$ cat src/rtl/seq_det_pkg.sv
// Shared types and default configuration for the serial pattern-detection controller.
package seq_det_pkg;

  // Controller FSM states.
  typedef enum logic [1:0] {
    IDLE = 2'd0,
    RUN  = 2'd1,
    DONE = 2'd2
  } state_t;

  // Power-on configuration: the classic "101" overlapping detector.
  localparam int unsigned DEF_PATTERN = 5;
  localparam int unsigned DEF_LEN     = 3;
  localparam logic        DEF_OVERLAP = 1'b1;

endpackage

$ cat src/rtl/seq_det_core.sv
// Bit-serial history register with fill tracking and masked pattern compare.
// hit is combinational: it reflects the bit currently being shifted in.
module seq_det_core #(
  parameter int MAXLEN = 8,
  parameter int LEN_W  = $clog2(MAXLEN) + 1
) (
  input  logic              clk,
  input  logic              reset,
  input  logic              clear,
  input  logic              shift_en,
  input  logic              in_bit,
  input  logic [MAXLEN-1:0] pattern,
  input  logic [LEN_W-1:0]  len,
  input  logic              overlap,
  output logic              hit
);

  logic [MAXLEN-1:0] hist_q, hist_d, hist_next, mask;
  logic [LEN_W-1:0]  fill_q, fill_d, fill_inc;

  // Build the compare mask and the candidate history/fill for this cycle.
  always_comb begin
    mask = '0;
    for (int i = 0; i < MAXLEN; i++) begin
      mask[i] = (LEN_W'(i) < len);
    end
    hist_next = {hist_q[MAXLEN-2:0], in_bit};
    fill_inc  = (fill_q == LEN_W'(MAXLEN)) ? fill_q : fill_q + 1'b1;
    hit       = shift_en && (fill_inc >= len) && (((hist_next ^ pattern) & mask) == '0);
  end

  // History update: explicit clear wins, then non-overlap clear on a hit, else shift.
  always_comb begin
    hist_d = hist_q;
    fill_d = fill_q;
    if (clear) begin
      hist_d = '0;
      fill_d = '0;
    end else if (shift_en) begin
      if (hit && !overlap) begin
        hist_d = '0;
        fill_d = '0;
      end else begin
        hist_d = hist_next;
        fill_d = fill_inc;
      end
    end
  end

  // History and fill registers.
  always_ff @(posedge clk or negedge reset) begin
    if (!reset) begin
      hist_q <= '0;
      fill_q <= '0;
    end else begin
      hist_q <= hist_d;
      fill_q <= fill_d;
    end
  end

endmodule

$ cat src/rtl/seq_det_ctrl.sv
// Run controller: config registers, IDLE/RUN/DONE sequencing, match and timeout counters.
// Handshake: start/stop/cfg_we are single-cycle level requests sampled on the rising
// edge; in_bit is consumed on every edge where in_valid=1 while in RUN (no backpressure).
module seq_det_ctrl
  import seq_det_pkg::*;
#(
  parameter int MAXLEN = 8,
  parameter int CNT_W  = 8,
  parameter int TO_W   = 16
) (
  input  logic                     clk,
  input  logic                     reset,
  input  logic                     cfg_we,
  input  logic [MAXLEN-1:0]        cfg_pattern,
  input  logic [$clog2(MAXLEN):0]  cfg_len,
  input  logic                     cfg_overlap,
  input  logic [CNT_W-1:0]         cfg_target,
  input  logic [TO_W-1:0]          cfg_timeout,
  input  logic                     start,
  input  logic                     stop,
  input  logic                     in_valid,
  input  logic                     in_bit,
  output logic                     match,
  output logic [CNT_W-1:0]         match_cnt,
  output logic                     busy,
  output logic                     done,
  output logic                     timeout,
  output logic                     cfg_err,
  output state_t                   dbg_state
);

  localparam int LEN_W = $clog2(MAXLEN) + 1;

  state_t            state_q, state_d;
  logic [MAXLEN-1:0] pat_q, pat_d;
  logic [LEN_W-1:0]  len_q, len_d;
  logic              ovl_q, ovl_d;
  logic [CNT_W-1:0]  tgt_q, tgt_d;
  logic [TO_W-1:0]   tmo_q, tmo_d;
  logic              cfg_err_q, cfg_err_d;
  logic              match_q, match_d;
  logic [CNT_W-1:0]  match_cnt_q, match_cnt_d;
  logic              done_q, done_d;
  logic              timeout_q, timeout_d;
  logic [TO_W-1:0]   to_cnt_q, to_cnt_d;

  logic              in_run, start_ok, cfg_legal, hit, target_hit, to_expire;
  logic [CNT_W-1:0]  cnt_inc;
  logic [TO_W-1:0]   to_inc;

  // Shared decode of requests and terminal conditions.
  always_comb begin
    in_run     = (state_q == RUN);
    start_ok   = !in_run && start && !cfg_we && !cfg_err_q;
    cfg_legal  = (cfg_len != '0) && (cfg_len <= LEN_W'(MAXLEN));
    cnt_inc    = (match_cnt_q == '1) ? match_cnt_q : match_cnt_q + 1'b1;
    to_inc     = to_cnt_q + 1'b1;
    target_hit = hit && (tgt_q != '0) && (cnt_inc == tgt_q);
    to_expire  = (tmo_q != '0) && (to_inc == tmo_q);
  end

  seq_det_core #(.MAXLEN(MAXLEN), .LEN_W(LEN_W)) u_core (
    .clk      (clk),
    .reset    (reset),
    .clear    (start_ok),
    .shift_en (in_run && in_valid),
    .in_bit   (in_bit),
    .pattern  (pat_q),
    .len      (len_q),
    .overlap  (ovl_q),
    .hit      (hit)
  );

  // FSM state register.
  always_ff @(posedge clk or negedge reset) begin
    if (!reset) state_q <= IDLE;
    else        state_q <= state_d;
  end

  // FSM next state: stop and target beat timeout; a match suppresses timeout expiry.
  always_comb begin
    state_d = state_q;
    case (state_q)
      IDLE, DONE: begin
        if (cfg_we)        state_d = IDLE;
        else if (start_ok) state_d = RUN;
      end
      RUN: begin
        if (stop || target_hit)    state_d = DONE;
        else if (!hit && to_expire) state_d = DONE;
      end
      default: state_d = IDLE;
    endcase
  end

  // FSM registered outputs: match pulse, done and timeout flags.
  always_comb begin
    match_d   = hit;
    done_d    = done_q;
    timeout_d = timeout_q;
    if (!in_run && (cfg_we || start_ok)) begin
      done_d    = 1'b0;
      timeout_d = 1'b0;
    end
    if (in_run) begin
      if (stop || target_hit) begin
        done_d    = 1'b1;
        timeout_d = 1'b0;
      end else if (!hit && to_expire) begin
        done_d    = 1'b1;
        timeout_d = 1'b1;
      end
    end
  end

  // Config loading and run counters.
  always_comb begin
    pat_d       = pat_q;
    len_d       = len_q;
    ovl_d       = ovl_q;
    tgt_d       = tgt_q;
    tmo_d       = tmo_q;
    cfg_err_d   = cfg_err_q;
    match_cnt_d = match_cnt_q;
    to_cnt_d    = to_cnt_q;
    if (!in_run && cfg_we) begin
      if (cfg_legal) begin
        pat_d     = cfg_pattern;
        len_d     = cfg_len;
        ovl_d     = cfg_overlap;
        tgt_d     = cfg_target;
        tmo_d     = cfg_timeout;
        cfg_err_d = 1'b0;
      end else begin
        cfg_err_d = 1'b1;
      end
    end
    if (start_ok) begin
      match_cnt_d = '0;
      to_cnt_d    = '0;
    end
    if (in_run) begin
      to_cnt_d = hit ? '0 : to_inc;
      if (hit) match_cnt_d = cnt_inc;
    end
  end

  // Config, flag and counter registers.
  always_ff @(posedge clk or negedge reset) begin
    if (!reset) begin
      pat_q       <= MAXLEN'(DEF_PATTERN);
      len_q       <= LEN_W'(DEF_LEN);
      ovl_q       <= DEF_OVERLAP;
      tgt_q       <= '0;
      tmo_q       <= '0;
      cfg_err_q   <= 1'b0;
      match_q     <= 1'b0;
      match_cnt_q <= '0;
      done_q      <= 1'b0;
      timeout_q   <= 1'b0;
      to_cnt_q    <= '0;
    end else begin
      pat_q       <= pat_d;
      len_q       <= len_d;
      ovl_q       <= ovl_d;
      tgt_q       <= tgt_d;
      tmo_q       <= tmo_d;
      cfg_err_q   <= cfg_err_d;
      match_q     <= match_d;
      match_cnt_q <= match_cnt_d;
      done_q      <= done_d;
      timeout_q   <= timeout_d;
      to_cnt_q    <= to_cnt_d;
    end
  end

  assign match     = match_q;
  assign match_cnt = match_cnt_q;
  assign busy      = in_run;
  assign done      = done_q;
  assign timeout   = timeout_q;
  assign cfg_err   = cfg_err_q;
  assign dbg_state = state_q;

endmodule

$ cat config.mk
export PLATFORM = sky130hd
export DESIGN_NAME = seq_det_ctrl
export DESIGN_NICKNAME = d
export VERILOG_FILES = /design/src/rtl/seq_det_pkg.sv /design/src/rtl/seq_det_core.sv /design/src/rtl/seq_det_ctrl.sv
export SDC_FILE = /design/constraint.sdc
export NUM_CORES = 1
export LEC_CHECK = 0
export ABC_AREA = 0
export BUFFER_PORTS_ARGS = -buffer_cell sky130_fd_sc_hd__buf_4
export CAP_MARGIN = 25
export CORE_ASPECT_RATIO = 1.1
export CORE_UTILIZATION = 45
export DETAILED_ROUTE_END_ITERATION = 8
export GPL_ROUTABILITY_DRIVEN = 1
export MAX_ROUTING_LAYER = met4
export PLACE_DENSITY_LB_ADDON = 0.15
export SYNTH_ARGS = -nofsm -noshare
export SYNTH_HDL_FRONTEND = slang
export SYNTH_SLANG_ARGS = --single-unit
$ cat constraint.sdc
create_clock -name clk -period 8.4 [get_ports clk]
set_clock_uncertainty 0.15 [all_clocks]
set_input_delay 0.42 -clock clk [delete_from_list [all_inputs] [get_ports clk]]
set_output_delay 0.42 -clock clk [all_outputs]
set_load 0.02 [all_outputs]
After elaboration in Yosys (flattened, before gate mapping)

Cells that the tools add are included.

Bits of input ports: 44
Logic and storage cells: 96
Bits in registers: 78
Output and inout port bits: 15

$add $sub $neg: 3
Bitwise logic cells: 2
Reduce and logical (&&, ||, !) cells: 31
Magnitude comparators: 10
Eq/ne operators: 8
Multiplexer cells: 28

Operator list:

| kind                                                                        | number |
|---|---|
| 16-bit 2-to-1 mux                                                           | 3 |
| 8-bit 2-to-1 mux                                                            | 4 |
| 7-bit 2-to-1 mux                                                            | 3 |
| 16-bit by 1-bit adder with 16-bit output, second input constant             | 1 |
| 16-bit equality test                                                        | 1 |
| 3-bit by 4-bit less-than comparator with 1-bit output, first input constant | 4 |
| 4-bit 2-to-1 mux                                                            | 4 |
| 16-bit nonzero test                                                         | 1 |
| 1-bit logical AND                                                           | 14 |
| 1-bit 2-to-1 mux                                                            | 9 |
| 8-bit by 1-bit adder with 8-bit output, second input constant               | 1 |
| 8-bit bitwise AND                                                           | 1 |
| 8-bit equality test                                                         | 1 |
| 8-bit equality test, second input constant                                  | 1 |
| 8-bit zero test                                                             | 1 |
| 1-bit by 4-bit less-than comparator with 1-bit output, first input constant | 2 |
| 2-bit by 4-bit less-than comparator with 1-bit output, first input constant | 2 |
| 2-bit 2-to-1 mux                                                            | 4 |
| 8-bit nonzero test                                                          | 1 |
| 8-bit XOR                                                                   | 1 |
| 1-bit zero test                                                             | 5 |
| 4-bit by 1-bit adder with 4-bit output, second input constant               | 1 |
| 4-bit equality test, second input constant                                  | 1 |
| 4-bit greater-or-equal comparator                                           | 1 |
| other kinds (12)                                                            | 15 |

Logic depth before layout (Yosys ltp)

Word-level depth: 11
Mapped depth: 15
Gate-level depth less buffers: 14

Hierarchy

From an unflattened synthesis, not the netlist that was laid out.

Cell total of the unflattened synthesis: 463
Area total of the unflattened synthesis: 4626.9 µm²

Modules (own cells, without submodules):

| module       | seq. area each (µm²) | instances | area each (µm²) | cells an instance |
|---|---|---|---|---|
| seq_det_ctrl | 1682.9               | 1         | 3853.7          | 391 |
| seq_det_core | 275.3                | 1         | 773.2           | 72 |

Worst setup path after synthesis

No wires, ideal clock.

Kind: register to register
From: register u_core.fill_q[0]
To: register to_cnt_q[13]
Required time: 8140 ps
Arrival: 2600 ps
Library setup time: 110 ps
Path slack: 5540 ps
Path buffers: 0
Clock period less this slack: 2860 ps
Stages on the path, launching flop included: 15
Path through: dfrtp_1 -> inv_1 -> ha_1 -> nand2_1 -> nor2_1 -> xnor2_1 -> ha_1 -> nand2b_1 -> a21o_1 -> a21o_1 -> a21oi_2 -> nor2_4 -> nor2_1 -> nand2_1 -> o41ai_1

Cells in the longest elaborated chain, start to end: 7
Elaborated cells on any way between the ends: 8
Those cells by class: 1 x add/sub; 1 x order compare; 1 x eq/ne; 3 x mux; 2 x reduce/logical

Ends and longest elaborated chain:

| element                                                                              | line                | source |
|---|---|---|
| start: declaration                                                                   | seq_det_core.sv:19  | `logic [LEN_W-1:0] fill_q, fill_d, fill_inc;` |
| start signal: assignment                                                             | seq_det_core.sv:57  | `fill_q <= fill_d;` |
| 4-bit by 1-bit adder with 4-bit output / 4-bit equality test (equally long branches) | seq_det_core.sv:28  | `fill_inc = (fill_q == LEN_W'(MAXLEN)) ? fill_q : fill_q + 1'b1;` |
| 4-bit 2-to-1 mux *                                                                   | seq_det_core.sv:28  |  |
| 4-bit greater-or-equal comparator *                                                  | seq_det_core.sv:29  | `hit = shift_en && (fill_inc >= len) && (((hist_next ^ pattern) & mask) == '0);` |
| 1-bit logical AND * (2 in a row)                                                     | seq_det_core.sv:29  |  |
| via hit                                                                              | seq_det_ctrl.sv:47  | `logic in_run, start_ok, cfg_legal, hit, target_hit, to_expire;` |
| 16-bit 2-to-1 mux *                                                                  | seq_det_ctrl.sv:143 | `to_cnt_d = hit ? '0 : to_inc;` |
| 16-bit 2-to-1 mux *                                                                  | seq_det_ctrl.sv:142 | `if (in_run) begin` |
| end signal: assignment                                                               | seq_det_ctrl.sv:173 | `to_cnt_q <= to_cnt_d;` |
| end: declaration                                                                     | seq_det_ctrl.sv:45  | `logic [TO_W-1:0] to_cnt_q, to_cnt_d;` |

The timed path passes the listed nets; every way through them passes the cells marked *.
A chain may end at the register's enable or synchronous reset.

Worst setup path after layout

Ends and elaborated chain as after synthesis.

==> metrics <==
#FFs+latches synth 78; Max Cap Viol 0; Combinational Power Share 27.7%; share of cells above drive strength 1 26.51%; DRC violations left 0; Yosys top cell by area dfrtp_1; ys flop type dfrtp_1; power density over cell area 212.2 nW/um2; GR Util All Layers 23.02%; Slew @ Worst Pin 880.5 ps; switching share of total power 33.57%; Crit. End Element flop; clock-pin slew on the worst setup and hold paths 80 ps; Arrival @ worst endpoint 3440 ps; register area share after synthesis 44.25%; RSZ-0062 raised after global routing false; via count 3601; CTS tree done; CP delay by family, top simple AND/OR/NAND/NOR gates; pin count of the biggest net entering global routing 79; Net Count, Synth 487; Top-Level Pins 59; Gate Count Post-Synth 435; CP Launch Type flop; final worst path period share 39.69%; CTS resizes 0; Hold WC Path Type in2reg; max-slew violations 0; Clock Sink Count 78; cell area after layout 5195 um2; critical path type reg2reg; Synth top area share 41.28%; Post-Route Setup TNS 0 ps; Fillers 893; DP Area 4945 um2; routed vias/inst 5.855; first-pass GRT wire length 17500 um; Yosys Warn Count 0; Final #Nets 545; Switch Pwr 370.0 uW; Sequential Power Share 47.6%; Slew HR 41.30%; height of the die 106.0 um; Buffers & Inverters on Critical Path 1; Worst IR Drop VDD 137.4 uV; largest fanout on the critical path 9; largest cells by area after synthesis dfrtp_1, mux2_2, xnor2_1, o21ai_0, dfstp_2; Die X 96.56 um; CTS buffer count 9; number of routed nets with antenna violations 0; Max Fclk 0.3000 GHz; Mean Syn Cell Area 10.17 um2; fin crit period 3334 ps; Layout area overhead 17.39%; initial antenna violation count 0; initial DRC count 185; Worst-Skew Late Latency 370 ps; buffer depth of the longest clock path 2; internal power 732.2 uW; crit path cell chain inv_1, ha_1, nand2_1, nor2_1, xnor2_1, ha_1, nand2b_1, a21o_1, a21o_1, a21oi_2, nor2_4, nor2_1, nand2_1, o41ai_1; starting density of the core 46.86%; Post-synth EDFFs 0; DRT Pass-1 Iters 4; cell row count 37; CTS H-tree depth 3; Cell variety after synth 61; GR Overflow Total 0; CORE AREA 9444 um2; clock share of power 24.6%; CP max stage delay 440 ps; Worst EP required 8510 ps; synthesized area 4425 um2; Lkg Pwr 0.002241 uW; diodes inserted 0; count of input and output buffers 58; DRT Wirelength 10370 um; routed len/inst 16.85 um; DP HPWL 7384 um; ys async rst share 100.0%; reg-to-reg slack, setup 5070 ps; final setup fails 0; vias in the first global route 3598; fin util 55.01%; gpl congestion 0.8937; status completed; CTS root buf clkbuf_8; Slowest-stage cell, CP nor2_1; Final Hold Fails 0; die area 10240 um2
cell families after synthesis:
| group | Yosys count | synth area share [%] |
|---|---|---|
| fa+ha+maj | 8 | 2.262 |
| compound gates | 107 | 16.17 |
| mux | 44 | 11.03 |
| simple gates | 139 | 17.13 |
| xor+xnor | 33 | 6.531 |
| buf+inv | 26 | 2.629 |
| flops | 78 | 44.25 |
through the flow:
stage | total power, uW | setup WS [ps] | hold WS, ps | instances
after global routing | 1166 | 4750 | 130.0 | 615
after global placement | 822.0 | 5268 | 337.8 | 596
final | 1102 | 5066 | 128.9 | 615
after floorplan | 736.2 | 5540 | -25.59 | 435
after CTS | 1106 | 5077 | 115.8 | 612
after detailed placement | 834.6 | 5115 | 339.1 | 596
cell type report:
| type | instances | area, um2 | area share [%] |
|---|---|---|---|
| Tap cell | 117 | 146.4 | 2.818 |
| Clock buffer | 12 | 165.2 | 3.179 |
| Sequential cell | 78 | 1958 | 37.69 |
| Multi-Input combinational cell | 331 | 2356 | 45.35 |
| Timing Repair Buffer | 62 | 508.0 | 9.778 |
| Inverter | 11 | 41.29 | 0.7948 |
| Clock inverter | 4 | 20.02 | 0.3854 |
power groups by stage:
stage	logic, uW	clock network [uW]	registers, uW
after floorplan	232	0	504
after CTS	304	277	525
after global placement	293	0	529
after detailed placement	303	0	532
final	306	271	525
after global routing	342	288	536
synthesized netlist by cell type (2+ instances only):
library cell  instances
o21ai_1               2
o41ai_1               3
mux2i_1               6
nor2_1               20
mux2_2               38
a211oi_1              3
nand2_1              34
and3_1                6
xor2_1               12
a21o_1                3
o211ai_1              3
nor4_1                8
nand3_1              19
xnor2_1              21
or3b_2                2
inv_1                10
and4_1                3
buf_4                 3
a21oi_1              19
nand2b_1              9
a21oi_2               2
buf_2                 6
nor3b_1               3
nand4_1               7
nor3_1               10
a22o_1               10
ha_1                  8
o22ai_1               3
o2bb2ai_1             2
a2111oi_0             2
clkbuf_1              6
o21ai_0              29
nor2b_1               6
dfstp_2               5
dfrtp_1              73
and2_1                2
o31ai_1              13
flip-flops by register name, indices dropped and copies added, names as in the netlist:
signal,flops
ovl_q,1
timeout,1
pat_q,8
to_cnt_q,16
match_cnt,8
match,1
tgt_q,8
tmo_q,16
done,1
len_q,4
u_core.hist_q,7
cfg_err,1
u_core.fill_q,4
dbg_state,2
layout by cell type, fill, tap and decap left out, drive strengths merged, types with 4 or more instances in the layout:
cell    netlist  routed
nor2         21      21
o31ai        13      13
xor2         12      12
mux2         38      38
inv          11      11
o21ai        31      31
nor4          8       8
xnor2        21      21
and3          6       6
dfstp         5       5
a21oi        21      21
nor3         11      11
nand2        34      34
nand3        19      19
mux2i         6       6
ha            8       8
nand2b        9       9
buf           9      61
and4          4       4
nor2b         6       6
dfrtp        73      73
clkbuf        6      12
a22o         10      10
clkinv        0       4
nand4         8       8
timing repair:
action,CTS,global route
hold buffers,0,1
endpoints found under the hold margin,0,8
setup endpoints to repair,0,0
setup buffers,0,0
routing by layer:
metal	wire, um	up-vias	global-route usage, %
met4	290	0	11.45
met2	4937	89	35.46
met1	4771	1758	29.79
li1	-	1737	-
met3	366	17	2.647
met5	0	-	-
path summary, 6_finish.rpt:
path	cells after the start	from	endpoint
min	2	cfg_timeout[8]	tmo_q[8]$_DFFE_PN0P_
min reg2reg	1	to_cnt_q[15]$_DFFE_PN0P_	to_cnt_q[15]$_DFFE_PN0P_
max reg2reg	14	u_core.fill_q[0]$_DFFE_PN0P_	to_cnt_q[13]$_DFFE_PN0P_
min in group asynchronous	2	reset	to_cnt_q[8]$_DFFE_PN0P_
max	14	u_core.fill_q[0]$_DFFE_PN0P_	to_cnt_q[13]$_DFFE_PN0P_
max in group asynchronous	3	reset	len_q[1]$_DFFE_PN1P_
Note: power is estimated with default switching activity, not from simulation.
